## src/rtl/program_loader_pkg.sv

```systemverilog
// Shared types and constants for the byte-stream program loader.
// Optional checksum stage is enabled by defining PROGRAM_LOADER_CHECKSUM_EN.
package program_loader_pkg;

  localparam int         WORD_W        = 32;
  localparam int         DEF_ADDR_W    = 11;
  localparam logic [7:0] DEF_SYNC_BYTE = 8'hA5;

  typedef enum logic [2:0] {
    S_IDLE,
    S_ADDR_HI,
    S_ADDR_LO,
    S_LEN_HI,
    S_LEN_LO,
    S_DATA,
    S_WRITE,
    S_CHECK
  } state_e;

endpackage

```

## src/rtl/program_loader_if.sv

```systemverilog
// Byte-in / word-out bus of the program loader.
// rx side: a byte transfers on a rising edge where rx_valid && rx_ready; the
// source holds rx_data stable while rx_valid is high and rx_ready is low.
interface program_loader_if #(
  parameter int ADDR_W = 11
);
  logic [7:0]        rx_data;
  logic              rx_valid;
  logic              rx_ready;
  logic [31:0]       w_instruction;
  logic [ADDR_W-1:0] w_adrs;
  logic              w_enable;

  modport loader (
    input  rx_data, rx_valid,
    output rx_ready, w_instruction, w_adrs, w_enable
  );

  modport host (
    output rx_data, rx_valid,
    input  rx_ready, w_instruction, w_adrs, w_enable
  );
endinterface

```

## src/rtl/program_loader_word_assembler.sv

```systemverilog
// Shifts incoming bytes MSB-first into a 32-bit word; word_done_o flags the
// cycle in which the fourth byte is being shifted in.
module loader_word_assembler
  import program_loader_pkg::*;
(
  input  logic              clk,
  input  logic              resetn,
  input  logic              clear_i,
  input  logic              shift_i,
  input  logic [7:0]        byte_i,
  output logic [WORD_W-1:0] word_o,
  output logic              word_done_o
);

  logic [WORD_W-1:0] word_q, word_d;
  logic [1:0]        cnt_q, cnt_d;

  always_comb begin
    word_d = word_q;
    cnt_d  = cnt_q;
    if (clear_i) begin
      cnt_d = 2'd0;
    end else if (shift_i) begin
      word_d = {word_q[WORD_W-9:0], byte_i};
      cnt_d  = cnt_q + 2'd1;
    end
  end

  always_ff @(posedge clk or negedge resetn) begin
    if (!resetn) begin
      word_q <= '0;
      cnt_q  <= 2'd0;
    end else begin
      word_q <= word_d;
      cnt_q  <= cnt_d;
    end
  end

  assign word_o      = word_q;
  assign word_done_o = shift_i && !clear_i && (cnt_q == 2'd3);

endmodule

```

## src/rtl/program_loader.sv

```systemverilog
// Framed byte-stream loader: SYNC, ADDR, LEN, LEN*4 data bytes [, CHK].
// The CHK byte and CHECK state exist only when PROGRAM_LOADER_CHECKSUM_EN is defined.
module program_loader
  import program_loader_pkg::*;
#(
  parameter int         ADDR_W    = DEF_ADDR_W,
  parameter logic [7:0] SYNC_BYTE = DEF_SYNC_BYTE
) (
  input  logic      clk,
  input  logic      resetn,
  program_loader_if.loader bus,
  output logic      cpu_en,
  output logic      load_busy,
  output logic      load_error,
  output state_e    dbg_state_o
);

  // Address bits above ADDR_W that the ADDR_HI byte must leave at zero.
  localparam logic [7:0]        HI_MASK  = 8'hFF << (ADDR_W - 8);
  localparam logic [ADDR_W-1:0] ADDR_ONE = 1;

  state_e            state_q, state_d;
  logic [ADDR_W-1:0] addr_q, addr_d;
  logic [15:0]       cnt_q, cnt_d;
  logic              cpu_en_q, cpu_en_d;
  logic              err_q, err_d;
  logic              rx_ready_q;
`ifdef PROGRAM_LOADER_CHECKSUM_EN
  logic [7:0]        chk_q, chk_d;
`endif

  logic              hs;
  logic              asm_clear;
  logic              asm_shift;
  logic              word_done;
  logic              frame_done;
  logic [WORD_W-1:0] word;

  assign hs = bus.rx_valid && rx_ready_q;

  loader_word_assembler u_asm (
    .clk         (clk),
    .resetn      (resetn),
    .clear_i     (asm_clear),
    .shift_i     (asm_shift),
    .byte_i      (bus.rx_data),
    .word_o      (word),
    .word_done_o (word_done)
  );

  always_comb begin
    state_d    = state_q;
    addr_d     = addr_q;
    cnt_d      = cnt_q;
    cpu_en_d   = cpu_en_q;
    err_d      = err_q;
    asm_clear  = 1'b0;
    asm_shift  = 1'b0;
    frame_done = 1'b0;
`ifdef PROGRAM_LOADER_CHECKSUM_EN
    chk_d      = chk_q;
    if (hs && state_q != S_IDLE && state_q != S_CHECK) chk_d = chk_q ^ bus.rx_data;
`endif
    case (state_q)
      S_IDLE: begin
        if (hs && bus.rx_data == SYNC_BYTE) begin
          cpu_en_d  = 1'b0;
          err_d     = 1'b0;
          asm_clear = 1'b1;
`ifdef PROGRAM_LOADER_CHECKSUM_EN
          chk_d     = 8'h00;
`endif
          state_d   = S_ADDR_HI;
        end
      end
      S_ADDR_HI: begin
        if (hs) begin
          if ((bus.rx_data & HI_MASK) != 8'h00) begin
            err_d   = 1'b1;
            state_d = S_IDLE;
          end else begin
            addr_d[ADDR_W-1:8] = bus.rx_data[ADDR_W-9:0];
            state_d            = S_ADDR_LO;
          end
        end
      end
      S_ADDR_LO: begin
        if (hs) begin
          addr_d[7:0] = bus.rx_data;
          state_d     = S_LEN_HI;
        end
      end
      S_LEN_HI: begin
        if (hs) begin
          cnt_d[15:8] = bus.rx_data;
          state_d     = S_LEN_LO;
        end
      end
      S_LEN_LO: begin
        if (hs) begin
          cnt_d[7:0] = bus.rx_data;
          if ({cnt_q[15:8], bus.rx_data} == 16'd0) frame_done = 1'b1;
          else                                      state_d    = S_DATA;
        end
      end
      S_DATA: begin
        if (hs) begin
          asm_shift = 1'b1;
          if (word_done) state_d = S_WRITE;
        end
      end
      S_WRITE: begin
        addr_d = addr_q + ADDR_ONE;
        cnt_d  = cnt_q - 16'd1;
        if (cnt_q == 16'd1) frame_done = 1'b1;
        else                state_d    = S_DATA;
      end
`ifdef PROGRAM_LOADER_CHECKSUM_EN
      S_CHECK: begin
        if (hs) begin
          if (bus.rx_data == chk_q) cpu_en_d = 1'b1;
          else                      err_d    = 1'b1;
          state_d = S_IDLE;
        end
      end
`endif
      default: state_d = S_IDLE;
    endcase

    if (frame_done) begin
`ifdef PROGRAM_LOADER_CHECKSUM_EN
      state_d  = S_CHECK;
`else
      cpu_en_d = 1'b1;
      state_d  = S_IDLE;
`endif
    end
  end

  always_ff @(posedge clk or negedge resetn) begin
    if (!resetn) begin
      state_q    <= S_IDLE;
      addr_q     <= '0;
      cnt_q      <= 16'd0;
      cpu_en_q   <= 1'b0;
      err_q      <= 1'b0;
      rx_ready_q <= 1'b0;
`ifdef PROGRAM_LOADER_CHECKSUM_EN
      chk_q      <= 8'h00;
`endif
    end else begin
      state_q    <= state_d;
      addr_q     <= addr_d;
      cnt_q      <= cnt_d;
      cpu_en_q   <= cpu_en_d;
      err_q      <= err_d;
      rx_ready_q <= (state_d != S_WRITE);
`ifdef PROGRAM_LOADER_CHECKSUM_EN
      chk_q      <= chk_d;
`endif
    end
  end

  assign bus.rx_ready      = rx_ready_q;
  assign bus.w_enable      = (state_q == S_WRITE);
  assign bus.w_adrs        = addr_q;
  assign bus.w_instruction = word;
  assign cpu_en            = cpu_en_q;
  assign load_busy         = (state_q != S_IDLE);
  assign load_error        = err_q;
  assign dbg_state_o       = state_q;

endmodule

```

## src/flat_wrapper.sv

```systemverilog
// flat-port wrapper written by rule: the top's interface ports become plain ports
module program_loader_flat import program_loader_pkg::*;
#(
  parameter int         ADDR_W    = DEF_ADDR_W,
  parameter logic [7:0] SYNC_BYTE = DEF_SYNC_BYTE
)
  (clk, resetn, cpu_en, load_busy, load_error, dbg_state_o, bus_rx_data, bus_rx_valid, bus_rx_ready, bus_w_instruction, bus_w_adrs, bus_w_enable);
  program_loader_if #(.ADDR_W(ADDR_W)) bus_i ();
  input  logic clk;
  input  logic resetn;
  output logic cpu_en;
  output logic load_busy;
  output logic load_error;
  output state_e dbg_state_o;
  input wire logic [$bits(bus_i.rx_data)-1:0] bus_rx_data;
  input wire logic [$bits(bus_i.rx_valid)-1:0] bus_rx_valid;
  output wire logic [$bits(bus_i.rx_ready)-1:0] bus_rx_ready;
  output wire logic [$bits(bus_i.w_instruction)-1:0] bus_w_instruction;
  output wire logic [$bits(bus_i.w_adrs)-1:0] bus_w_adrs;
  output wire logic [$bits(bus_i.w_enable)-1:0] bus_w_enable;
  assign bus_i.rx_data = bus_rx_data;
  assign bus_i.rx_valid = bus_rx_valid;
  assign bus_rx_ready = bus_i.rx_ready;
  assign bus_w_instruction = bus_i.w_instruction;
  assign bus_w_adrs = bus_i.w_adrs;
  assign bus_w_enable = bus_i.w_enable;
  program_loader #(.ADDR_W(ADDR_W), .SYNC_BYTE(SYNC_BYTE)) u_core (.clk(clk), .resetn(resetn), .bus(bus_i), .cpu_en(cpu_en), .load_busy(load_busy), .load_error(load_error), .dbg_state_o(dbg_state_o));
endmodule
```

## config.mk

```make
export PLATFORM = sky130hd
export DESIGN_NAME = program_loader_flat
export DESIGN_NICKNAME = d
export VERILOG_FILES = /design/src/rtl/program_loader_pkg.sv /design/src/rtl/program_loader_if.sv /design/src/rtl/program_loader_word_assembler.sv /design/src/rtl/program_loader.sv /design/src/flat_wrapper.sv
export SDC_FILE = /design/constraint.sdc
export NUM_CORES = 1
export LEC_CHECK = 0
export ABC_AREA = 1
export ABC_CLOCK_PERIOD_IN_PS = 3800
export BUFFER_PORTS_ARGS = -buffer_cell sky130_fd_sc_hd__buf_2
export CORE_ASPECT_RATIO = 2
export CORE_MARGIN = 2
export CORE_UTILIZATION = 30
export DETAILED_ROUTE_END_ITERATION = 16
export PLACE_DENSITY_LB_ADDON = 0.2
export SYNTH_ARGS = -nofsm -noshare
export SYNTH_HDL_FRONTEND = slang
export SYNTH_SLANG_ARGS = --single-unit
```

## constraint.sdc

```tcl
create_clock -name clk -period 3.8 [get_ports clk]
set_input_delay 0.38 -clock clk [delete_from_list [all_inputs] [get_ports clk]]
set_output_delay 0.38 -clock clk [all_outputs]
set_load 0.005 [all_outputs]
```

==> qor.tcl, run 1 <==
set qor(post_dp_cell_area_mm2) 0.00395
set qor(unrepaired_setup_endpoints_after_global_routing) {false}
set qor(combPwrFrac) 0.351
set qor(slew-limit-headroom) 0.591
set qor(post_cts_buffers) 0
set qor(fin_worst_skew_ns) 0.0113
set qor(io_buffers) 61
set qor(cap_viol_max_count) 0
set qor(nFillCells) 1259
set qor(grt_usage) 0.167
set qor(cp_data_required_time_ns) 3.42
set qor(crit_path_start_kind) {flop}
set qor(yosysSeqAreaShare) 0.472
set qor(tritoncts.num_buffers) 9
set qor(start_util) 0.306
set qor(footprint_of_the_multi_input_gates_mm2) 0.00157
set qor(floorplan.io_pins) 62
set qor(globalRoute.busiestLayer) {met2}
set qor(post_cts.resized_instances) 0
set qor(pre_cts_ws_ns) 1.61
set qor(routed_via_density) 4.77
set qor(grt.overflow.total) 0
set qor(detail_route.wl_per_cell_um) 15.0
set qor(yosys_warnings) 0
set qor(dr_total_vias) 3132
set qor(first_global_vias) 3157
set qor(timing.critical_path.fanout_max) 28
set qor(die_area_mm2) 0.0128
set qor(clockPowerShare) 0.259
set qor(holdWs_ns) 0.0297
set qor(run_status) {finished clean}
set qor(synthesis.area_mm2) 0.00355
set qor(antenna_cells) 0
set qor(post_route_cells_drive_above_1_share) 0.205
set qor(gr-usage-met3) 0.0245
set qor(drt_iter0_drc) 113
set qor(r2r.worst_path.cells) 5
set qor(htreeDepth) 3
set qor(cts.root.buffer_cell) {clkbuf_16}
set qor(slew_viol_final) 0
set qor(holdCritPathClass) {in2async}
set qor(core_box_area_mm2) 0.0116
set qor(timing.fmax_ghz) 0.404
set qor(min_period_over_period) 0.652
set qor(crit-reg2reg-capture) {u_core.u_asm.cnt_q[0]}
set qor(dpl.hpwl_um) 7570
set qor(gp_routability_congestion) 0.888
set qor(layout_commonest_cell) {nand2_1}
set qor(final-seq-area_mm2) 0.00168
set qor(drt_pre_antenna_iters) 4
set qor(clockBufferDepth) 2
set qor(die_width_um) 81.0
set qor(final_util) 0.368
set qor(clock_sink_count) 67
set qor(remaining_drc_errors) 0
set qor(cts_hold_buf) 0
set qor(crit_path_end) {bus_w_enable}
set qor(cts_tree) {done}
set qor(number_of_nets_with_antenna_violations_after_detailed_routing) 0
set qor(worst_pin_slew_ns) 0.612
set qor(chipHeight_um) 158
set qor(power.share.sequential) 0.390
set qor(netSwitchingPower_w) 0.00137
set qor(power_per_cell_area_mw_per_mm2) 821
set qor(most-common-layout-cells) {nand2_1, dfrtp_1, buf_2, inv_1, nand3_1}
set qor(post-route-min-period_ns) 2.48
set qor(post_synth.cell_area_avg_um2) 7.97
set qor(endpoint_kind) {primary output}
set qor(grt_pass1_wl_um) 16000
set qor(stdcell_area_mm2) 0.00428
set qor(drt-total-wl_um) 9820
set qor(synth_nets) 461
set qor(finalWorstSetupSlack_ns) 1.32
set qor(synth-seq-cells) 67
set qor(worst_skew_pair.late_latency_ns) 0.34
set qor(setup-violations-final) 0
set qor(grt_util_met1) 0.171
set qor(clock_edge_transition_at_the_registers_on_the_reported_setup_and_hold_paths_ns) 0.06
set qor(antenna_found_initial) 0
set qor(intPower_w) 0.00214
set qor(vdd_ir_drop_max_v) 0.000297
set qor(rows) 56
set qor(pin_count_of_the_biggest_net_entering_global_routing) 40
set qor(area_growth_pct) 20.3
set qor(synth_cell_types) 34
set qor(synthesis.instances) 446
set qor(timing.final.hold_violations) 0
set qor(cp-startpoint) {u_core.dbg_state_o[2]}
set qor(design.final.nets) 521
set qor(critical_path.reg2reg.startpoint) {u_core.dbg_state_o[2]}
set qor(worst-r2r-setup-slack_ns) 1.66
set qor(setup_tns_ns) 0
set qor(switching_share) 0.389
set qor(critical_path_class) {reg2out}
set qor(p_leak_nw) 2.09
set qor(grtUsageMet2) 0.313
set qor(cp.arrival_ns) 2.10
## layer usage
metal  part of all wire  vias to the layer above  wire length [um]
li1                   -                     1575                 -
met1               0.37                     1468              3610
met2               0.57                       68              5560
met3              0.035                       21               341
met4              0.032                        0               312
met5                  0                        -                 0
## kinds of logic after synthesis
group                    after synthesis  share of synthesized area
XOR/XNOR                               7                     0.0172
adder cells (fa/ha/maj)                4                     0.0141
AO/OA/AOI/OAI                         66                      0.107
buffers and inverters                 68                     0.0869
AND/OR/NAND/NOR                      234                      0.303
flip-flops                            67                      0.472
## worst min path at each step
stage                                         end  slack (ns)    from  cells after the start
after floorplan               u_core.bus.rx_ready        0.08  resetn                      0
after global placement    u_core.u_asm.word_o[22]        0.41  resetn                      1
after detailed placement  u_core.u_asm.word_o[21]        0.41  resetn                      1
after CTS                 u_core.u_asm.word_o[21]        0.05  resetn                      1
after global routing      u_core.u_asm.word_o[22]        0.08  resetn                      1
final                     u_core.u_asm.word_o[28]        0.03  resetn                      1
## final cells by class
type | instances | area share
tap | 145 | 0.0424
clock inverter | 7 | 0.0234
timing repair buffer | 63 | 0.0749
clock buffer | 9 | 0.0527
inverter | 54 | 0.0474
multi-input combinational | 311 | 0.367
sequential | 67 | 0.392
## worst max-delay path, stage by stage (launching register included)
cell and delay (ns):
dfrtp_1 0.61, nand3_4 0.40, inv_2 0.51, buf_2 0.21
## through the flow
stage | total power [W] | std cells
final | 0.00351 | 656
after global routing | 0.00381 | 656
after CTS | 0.00357 | 656
after detailed placement | 0.00264 | 640
after global placement | 0.00261 | 640
after floorplan | 0.00214 | 446
## registers in the layout, indices dropped and copies added (netlist names)
register and flops:
u_core.bus.rx_ready 1, u_core.bus.w_adrs 11, u_core.cnt_q 16, u_core.u_asm.cnt_q 2, u_core.cpu_en 1, u_core.u_asm.word_o 32, u_core.dbg_state_o 3, u_core.load_error 1
## cell usage after synthesis
master / instances / share of area
ha_1: 4 / 0.014
o21bai_1: 1 / 0.0021
o22ai_1: 2 / 0.0035
dfrtp_1: 67 / 0.47
nand2_1: 128 / 0.14
xnor2_1: 4 / 0.0099
nand4_1: 8 / 0.014
nor3b_1: 1 / 0.0021
nor3_4: 1 / 0.0046
buf_2: 7 / 0.0099
nor3_1: 4 / 0.0056
nand2_4: 3 / 0.0095
a22oi_2: 1 / 0.0035
a21oi_1: 5 / 0.0070
o21ai_1: 24 / 0.034
o21ai_0: 20 / 0.028
o221ai_1: 4 / 0.0099
nor2_4: 6 / 0.019
buf_4: 2 / 0.0042
or2_0: 1 / 0.0018
o211ai_1: 5 / 0.011
a21boi_2: 1 / 0.0032
buf_6: 5 / 0.016
nor2_1: 37 / 0.039
inv_1: 45 / 0.048
a21o_1: 1 / 0.0021
nand3_2: 3 / 0.0084
inv_2: 9 / 0.0095
and2_1: 1 / 0.0018
xor2_1: 3 / 0.0074
a31oi_1: 2 / 0.0035
nand3_1: 39 / 0.055
nand3_4: 1 / 0.0049
nor2_2: 1 / 0.0018
## power by group through the flow
stage / combinational (W) / sequential (W) / clock (W)
final: 0.00123 / 0.00137 / 0.000908
after floorplan: 0.000823 / 0.00132 / 0
after CTS: 0.00126 / 0.00137 / 0.000932
after global routing: 0.00142 / 0.00143 / 0.000967
after global placement: 0.00123 / 0.00137 / 0
after detailed placement: 0.00126 / 0.00138 / 0
No activity file was read; power rests on OpenSTA's default activity.
==> run 2, diff against run 1 <==
--- a/config.mk
+++ b/config.mk
@@ -6,7 +6,7 @@
 export NUM_CORES = 1
 export LEC_CHECK = 0
 export ABC_AREA = 1
-export ABC_CLOCK_PERIOD_IN_PS = 3800
+export ABC_CLOCK_PERIOD_IN_PS = 2000
 export BUFFER_PORTS_ARGS = -buffer_cell sky130_fd_sc_hd__buf_2
 export CORE_ASPECT_RATIO = 2
 export CORE_MARGIN = 2
==> constraint.sdc (replaced) <==
create_clock -name clk -period 2 [get_ports clk]
set_input_delay 0.2 -clock clk [delete_from_list [all_inputs] [get_ports clk]]
set_output_delay 0.2 -clock clk [all_outputs]
set_load 0.005 [all_outputs]
==> run 2 against run 1 <==
Setup slack got worse by 1.1 ns. Wire length is 3.5% higher. Die area did not move. Critical path depth up 3. Critical endpoint is now u_core.cnt_q[11]. Largest cell class unchanged.
==> qor.tcl, run 2 (same netlist as run 1, synthesis figures left out) <==
set qor(core_box_area_mm2) 0.0116
set qor(holdCritPathClass) {in2reg}
set qor(unrepaired_setup_endpoints_after_global_routing) {false}
set qor(flip_flop_count_of_the_largest_register_all_copies_and_words_added) 32
set qor(worst_hold_path.num_cells) 3
set qor(most-common-layout-cells) {nand2_1, dfrtp_1, buf_2, inv_1, nand3_1}
set qor(pre_cts_ws_ns) 0.286
set qor(slew_viol_final) 0
set qor(final-seq-area_mm2) 0.00168
set qor(htreeDepth) 3
set qor(clock_edge_transition_at_the_registers_on_the_reported_setup_and_hold_paths_ns) 0.06
set qor(cts_hold_buf) 1
set qor(endpoint_kind) {flop}
set qor(setup-violations-final) 0
set qor(start_util) 0.306
set qor(antenna_cells) 0
set qor(cp_data_required_time_ns) 2.22
set qor(slew-limit-headroom) 0.605
set qor(dpl.hpwl_um) 7720
set qor(worst_pin_slew_ns) 0.591
set qor(post_dp_cell_area_mm2) 0.00401
set qor(first_global_vias) 3266
set qor(die_area_mm2) 0.0128
set qor(layout_commonest_cell) {nand2_1}
set qor(grt_pass1_wl_um) 16300
set qor(cts_tree) {done}
set qor(drt_pre_antenna_iters) 5
set qor(finalWorstSetupSlack_ns) 0.263
set qor(timing.final.hold_violations) 0
set qor(setup_tns_ns) 0
set qor(die_width_um) 81.0
set qor(grt.overflow.total) 0
set qor(pin_count_of_the_biggest_net_entering_global_routing) 68
set qor(r2r.worst_path.cells) 6
set qor(cap_viol_max_count) 0
set qor(post_cts.resized_instances) 0
set qor(drt_iter0_drc) 158
set qor(vdd_ir_drop_max_v) 0.000503
set qor(power_per_cell_area_mw_per_mm2) 1540
set qor(p_leak_nw) 2.11
set qor(design.final.nets) 526
set qor(post_cts_buffers) 0
set qor(post_route_cells_drive_above_1_share) 0.211
set qor(crit_path_start_kind) {flop}
set qor(footprint_of_the_multi_input_gates_mm2) 0.00157
set qor(tritoncts.num_buffers) 9
set qor(detail_route.wl_per_cell_um) 15.4
set qor(drt-total-wl_um) 10200
set qor(min_period_over_period) 0.869
set qor(critical_path_class) {reg2reg}
set qor(timing.critical_path.fanout_max) 12
set qor(floorplan.io_pins) 62
set qor(run_status) {finished clean}
set qor(dr_total_vias) 3241
set qor(remaining_drc_errors) 0
set qor(cts.root.buffer_cell) {clkbuf_16}
set qor(clock_sink_count) 67
set qor(io_buffers) 61
set qor(routed_via_density) 4.90
set qor(chipHeight_um) 158
set qor(cp.arrival_ns) 1.95
set qor(worst_skew_pair.late_latency_ns) 0.34
set qor(clockBufferDepth) 2
set qor(gp_routability_congestion) 0.917
set qor(grt_usage) 0.171
set qor(number_of_nets_with_antenna_violations_after_detailed_routing) 0
set qor(nFillCells) 1255
set qor(area_growth_pct) 21.7
set qor(rows) 56
set qor(stdcell_area_mm2) 0.00433
set qor(timing.fmax_ghz) 0.576
set qor(post-route-min-period_ns) 1.74
set qor(fin_worst_skew_ns) 0.00692
set qor(antenna_found_initial) 0
## run 2: changes by cell type in the layout (fill, tap and decap cells not counted)
cell	before	now
bufinv_16	2	1
clkinv_2	1	0
clkinvlp_4	0	2
clkinv_4	3	1
inv_6	1	2
clkbuf_8	0	1
buf_12	0	2
buf_4	2	4
dlygate4sd3_1	0	1
## run 2: report_power, final
group | total, W | internal [W] | switching [W]
clock network | 0.00163 | 0.00101 | 0.000623
logic | 0.00242 | 0.00102 | 0.00140
registers | 0.00261 | 0.00199 | 0.000623
total | 0.00666 | 0.00402 | 0.00264
## run 2: routing by layer
layer  part of all wire  vias to the layer above  global-route usage
met5                  0                        -                   0
met4              0.028                        0              0.0864
met3              0.041                       21              0.0331
met2               0.58                       93               0.322
met1               0.35                     1554               0.170
li1                   -                     1573                   -
## run 2: path summary, 6_finish.rpt
path                                    startpoint  slack [ns]                      end
max                          u_core.dbg_state_o[1]        0.26         u_core.cnt_q[11]
min                                 bus_rx_data[5]        0.14   u_core.u_asm.word_o[5]
max reg2reg                  u_core.dbg_state_o[1]        0.26         u_core.cnt_q[11]
min reg2reg                u_core.u_asm.word_o[27]        0.46  u_core.u_asm.word_o[27]
max in group asynchronous                   resetn        1.28    u_core.dbg_state_o[0]
min in group asynchronous                   resetn        0.42  u_core.u_asm.word_o[22]
## run 2: critical path: stages, from the launching register on
cell      delay [ns]
dfrtp_1         0.57
nand2_1         0.15
nor2_2          0.12
nand2_1         0.26
nand2_1         0.27
o21ai_1         0.08
o21bai_1        0.16
## run 2: metrics by stage
stage / std cells / hold slack, ns / total power, W / utilization
floorplan: 446 / -0.0956 / 0.00407 / -
global placement: 644 / 0.259 / 0.00502 / 0.344
detailed placement: 644 / 0.260 / 0.00508 / 0.344
CTS: 661 / 0.135 / 0.00675 / 0.372
global route: 661 / 0.168 / 0.00723 / 0.372
finish: 661 / 0.141 / 0.00666 / 0.372
## run 2: layout make-up
class,count,share of cell area
Multi-Input combinational cell,311,0.363
Sequential cell,67,0.388
Timing Repair Buffer,68,0.0891
Clock buffer,10,0.0553
Tap cell,145,0.0419
Clock inverter,6,0.0165
Inverter,54,0.0469
==> run 3, diff against run 2 <==
--- a/config.mk
+++ b/config.mk
@@ -10,7 +10,7 @@
 export BUFFER_PORTS_ARGS = -buffer_cell sky130_fd_sc_hd__buf_2
 export CORE_ASPECT_RATIO = 2
 export CORE_MARGIN = 2
-export CORE_UTILIZATION = 30
+export CORE_UTILIZATION = 51
 export DETAILED_ROUTE_END_ITERATION = 16
 export PLACE_DENSITY_LB_ADDON = 0.2
 export SYNTH_ARGS = -nofsm -noshare
==> run 3 against run 2 <==
Core utilization is 25 points higher. Combinational power decreased by 5%. Highest routed layer unchanged. Final area shrank 1.9%. Setup slack lost 0.13 ns. Cell count is 8.6% lower. Wire length decreased by 20%. Critical path depth down 2. Non-clock buffer count is 2 lower. Critical path type is now reg2out. Critical endpoint is now bus_w_enable. Sequential cell count unchanged. Clock power grew 6%.
==> qor.tcl, run 3 (same netlist as run 1, synthesis figures left out) <==
set qor(grtUsageMet2) 0.363
set qor(chipHeight_um) 122
set qor(endpoint_kind) {primary output}
set qor(tritoncts.num_buffers) 9
set qor(finalNonFillerCells) 604
set qor(gr-usage-met3) 0.0443
set qor(min_period_over_period) 0.932
set qor(most-common-layout-cells) {nand2_1, dfrtp_1, buf_2, inv_1, nand3_1}
set qor(flip_flop_count_of_the_largest_register_all_copies_and_words_added) 32
set qor(gp_routability_congestion) 0.903
set qor(rows) 43
set qor(worst_hold_path.num_cells) 3
set qor(fin_worst_skew_ns) 0.00727
set qor(post_route_cells_drive_above_1_share) 0.208
set qor(die_width_um) 63.0
set qor(first_global_vias) 2929
set qor(worst_skew_pair.late_latency_ns) 0.33
set qor(antenna_found_initial) 0
set qor(remaining_drc_errors) 0
set qor(layout_commonest_cell) {nand2_1}
set qor(dpl.hpwl_um) 5840
set qor(dr_total_vias) 3142
set qor(power.share.sequential) 0.393
set qor(detail_route.wl_per_cell_um) 13.5
set qor(worst_path_dominant_cell_family) {flip-flops}
set qor(core_box_area_mm2) 0.00683
set qor(floorplan.io_pins) 62
set qor(io_buffers) 61
set qor(setup-violations-final) 0
set qor(design.final.nets) 524
set qor(power_per_cell_area_mw_per_mm2) 1560
set qor(grt.overflow.total) 0
set qor(netSwitchingPower_w) 0.00252
set qor(cts_tree) {done}
set qor(drt_iter0_drc) 201
set qor(slew_viol_final) 0
set qor(p_leak_nw) 2.10
set qor(combPwrFrac) 0.347
set qor(r2r.worst_path.cells) 6
set qor(slew-limit-headroom) 0.630
set qor(number_of_nets_with_antenna_violations_after_detailed_routing) 0
set qor(max_stage_delay_ns) 0.60
set qor(intPower_w) 0.00409
set qor(cp_data_required_time_ns) 1.80
set qor(holdCritPathClass) {in2reg}
set qor(crit_path_start_kind) {flop}
set qor(crit_path_top_delay_cell) {dfrtp_1}
set qor(timing.critical_path.cells) {nand3_4 -> inv_2 -> buf_4 -> buf_2}
set qor(clockBufferDepth) 2
set qor(crit-reg2reg-capture) {u_core.cnt_q[11]}
set qor(area_growth_pct) 19.4
set qor(antenna_cells) 0
set qor(grt_util_met1) 0.319
set qor(worst-r2r-setup-slack_ns) 0.34
set qor(min-delay-start) {bus_rx_data[5]}
set qor(unrepaired_setup_endpoints_after_global_routing) {false}
set qor(routed_via_density) 5.20
set qor(cp.arrival_ns) 1.66
set qor(worst_pin_slew_ns) 0.555
set qor(drt-total-wl_um) 8160
set qor(cts.root.buffer_cell) {clkbuf_16}
set qor(clock_sink_count) 67
set qor(setup_tns_ns) 0
set qor(htreeDepth) 3
set qor(post_cts_buffers) 0
set qor(critical_path.reg2reg.startpoint) {u_core.dbg_state_o[1]}
set qor(clock_edge_transition_at_the_registers_on_the_reported_setup_and_hold_paths_ns) 0.06
set qor(cap_viol_max_count) 0
set qor(globalRoute.busiestLayer) {met2}
set qor(place.detailed.instances) 587
set qor(footprint_of_the_multi_input_gates_mm2) 0.00157
set qor(die_area_mm2) 0.00769
set qor(start_util) 0.520
set qor(timing.critical_path.fanout_max) 13
set qor(pin_count_of_the_biggest_net_entering_global_routing) 68
set qor(critical_path_class) {reg2out}
set qor(grt_pass1_wl_um) 14000
set qor(clockPowerShare) 0.260
set qor(drt_pre_antenna_iters) 4
set qor(grt_usage) 0.234
set qor(final-seq-area_mm2) 0.00168
set qor(timing.fmax_ghz) 0.537
set qor(switching_share) 0.381
set qor(crit_buf_inv) 3
set qor(run_status) {finished clean}
set qor(post-route-min-period_ns) 1.86
set qor(timing.final.hold_violations) 0
set qor(vdd_ir_drop_max_v) 0.000827
set qor(nFillCells) 616
set qor(holdPathEnd) {u_core.u_asm.word_o[5]}
## run 3: cell count changes in the layout (fill, tap and decap cells not counted)
cell and delta:
buf_12 -1, buf_4 -1, bufinv_16 +1, clkbuf_8 -1, clkinv_2 +1, clkinv_4 -1, clkinvlp_4 -1, inv_6 +1
## run 3: layout make-up
cell class / instances / share of cell area
multi-input cells: 311 / 0.370
clock inverters: 7 / 0.0233
clock buffers: 9 / 0.0531
well taps: 90 / 0.0265
inverters: 54 / 0.0478
repair buffers: 66 / 0.0843
flip-flops and latches: 67 / 0.395
## run 3: how the worst max path moves through the flow
stage                                from  cells past startpoint                    to
global route        u_core.dbg_state_o[2]                      4          bus_w_enable
finish              u_core.dbg_state_o[2]                      4          bus_w_enable
CTS                 u_core.dbg_state_o[2]                      4          bus_w_enable
floorplan           u_core.dbg_state_o[2]                      9  u_core.bus.w_adrs[7]
detailed placement  u_core.dbg_state_o[1]                      6      u_core.cnt_q[11]
global placement    u_core.dbg_state_o[1]                      6      u_core.cnt_q[11]
## run 3: routing by layer
layer	share of wire	up-vias
met4	0.016	0
li1	-	1575
met3	0.059	10
met5	0	-
met2	0.48	93
met1	0.44	1464
## run 3: power groups by stage
stage	logic (W)	registers [W]	clock network, W
5_1_grt	0.00264	0.00269	0.00179
3_5_place_dp	0.00231	0.00261	0
2_1_floorplan	0.00156	0.00251	0
6_report	0.00229	0.00260	0.00172
4_1_cts	0.00232	0.00260	0.00174
3_3_place_gp	0.00227	0.00260	0
## run 3: timing repair
item,4_1_cts,5_1_grt
hold buffers,1,0
endpoints found under the hold margin,67,0
resized for setup,0,0
## run 3: worst min-delay path: stages
cell and delay [ns]:
buf_2 0.10, nand2_1 0.05, o21ai_0 0.06
## run 3: through the flow
step	utilization	hold slack, ns	total power, W	worst slack, ns	instance area (um2)
6_report	0.621	0.115	0.00661	0.137	4240
5_1_grt	0.621	0.146	0.00713	0.0734	4240
4_1_cts	0.621	0.105	0.00666	0.140	4240
3_5_place_dp	0.572	0.252	0.00491	0.377	3910
3_3_place_gp	0.572	0.251	0.00487	0.424	3910
2_1_floorplan	-	-0.0956	0.00407	0.682	3550
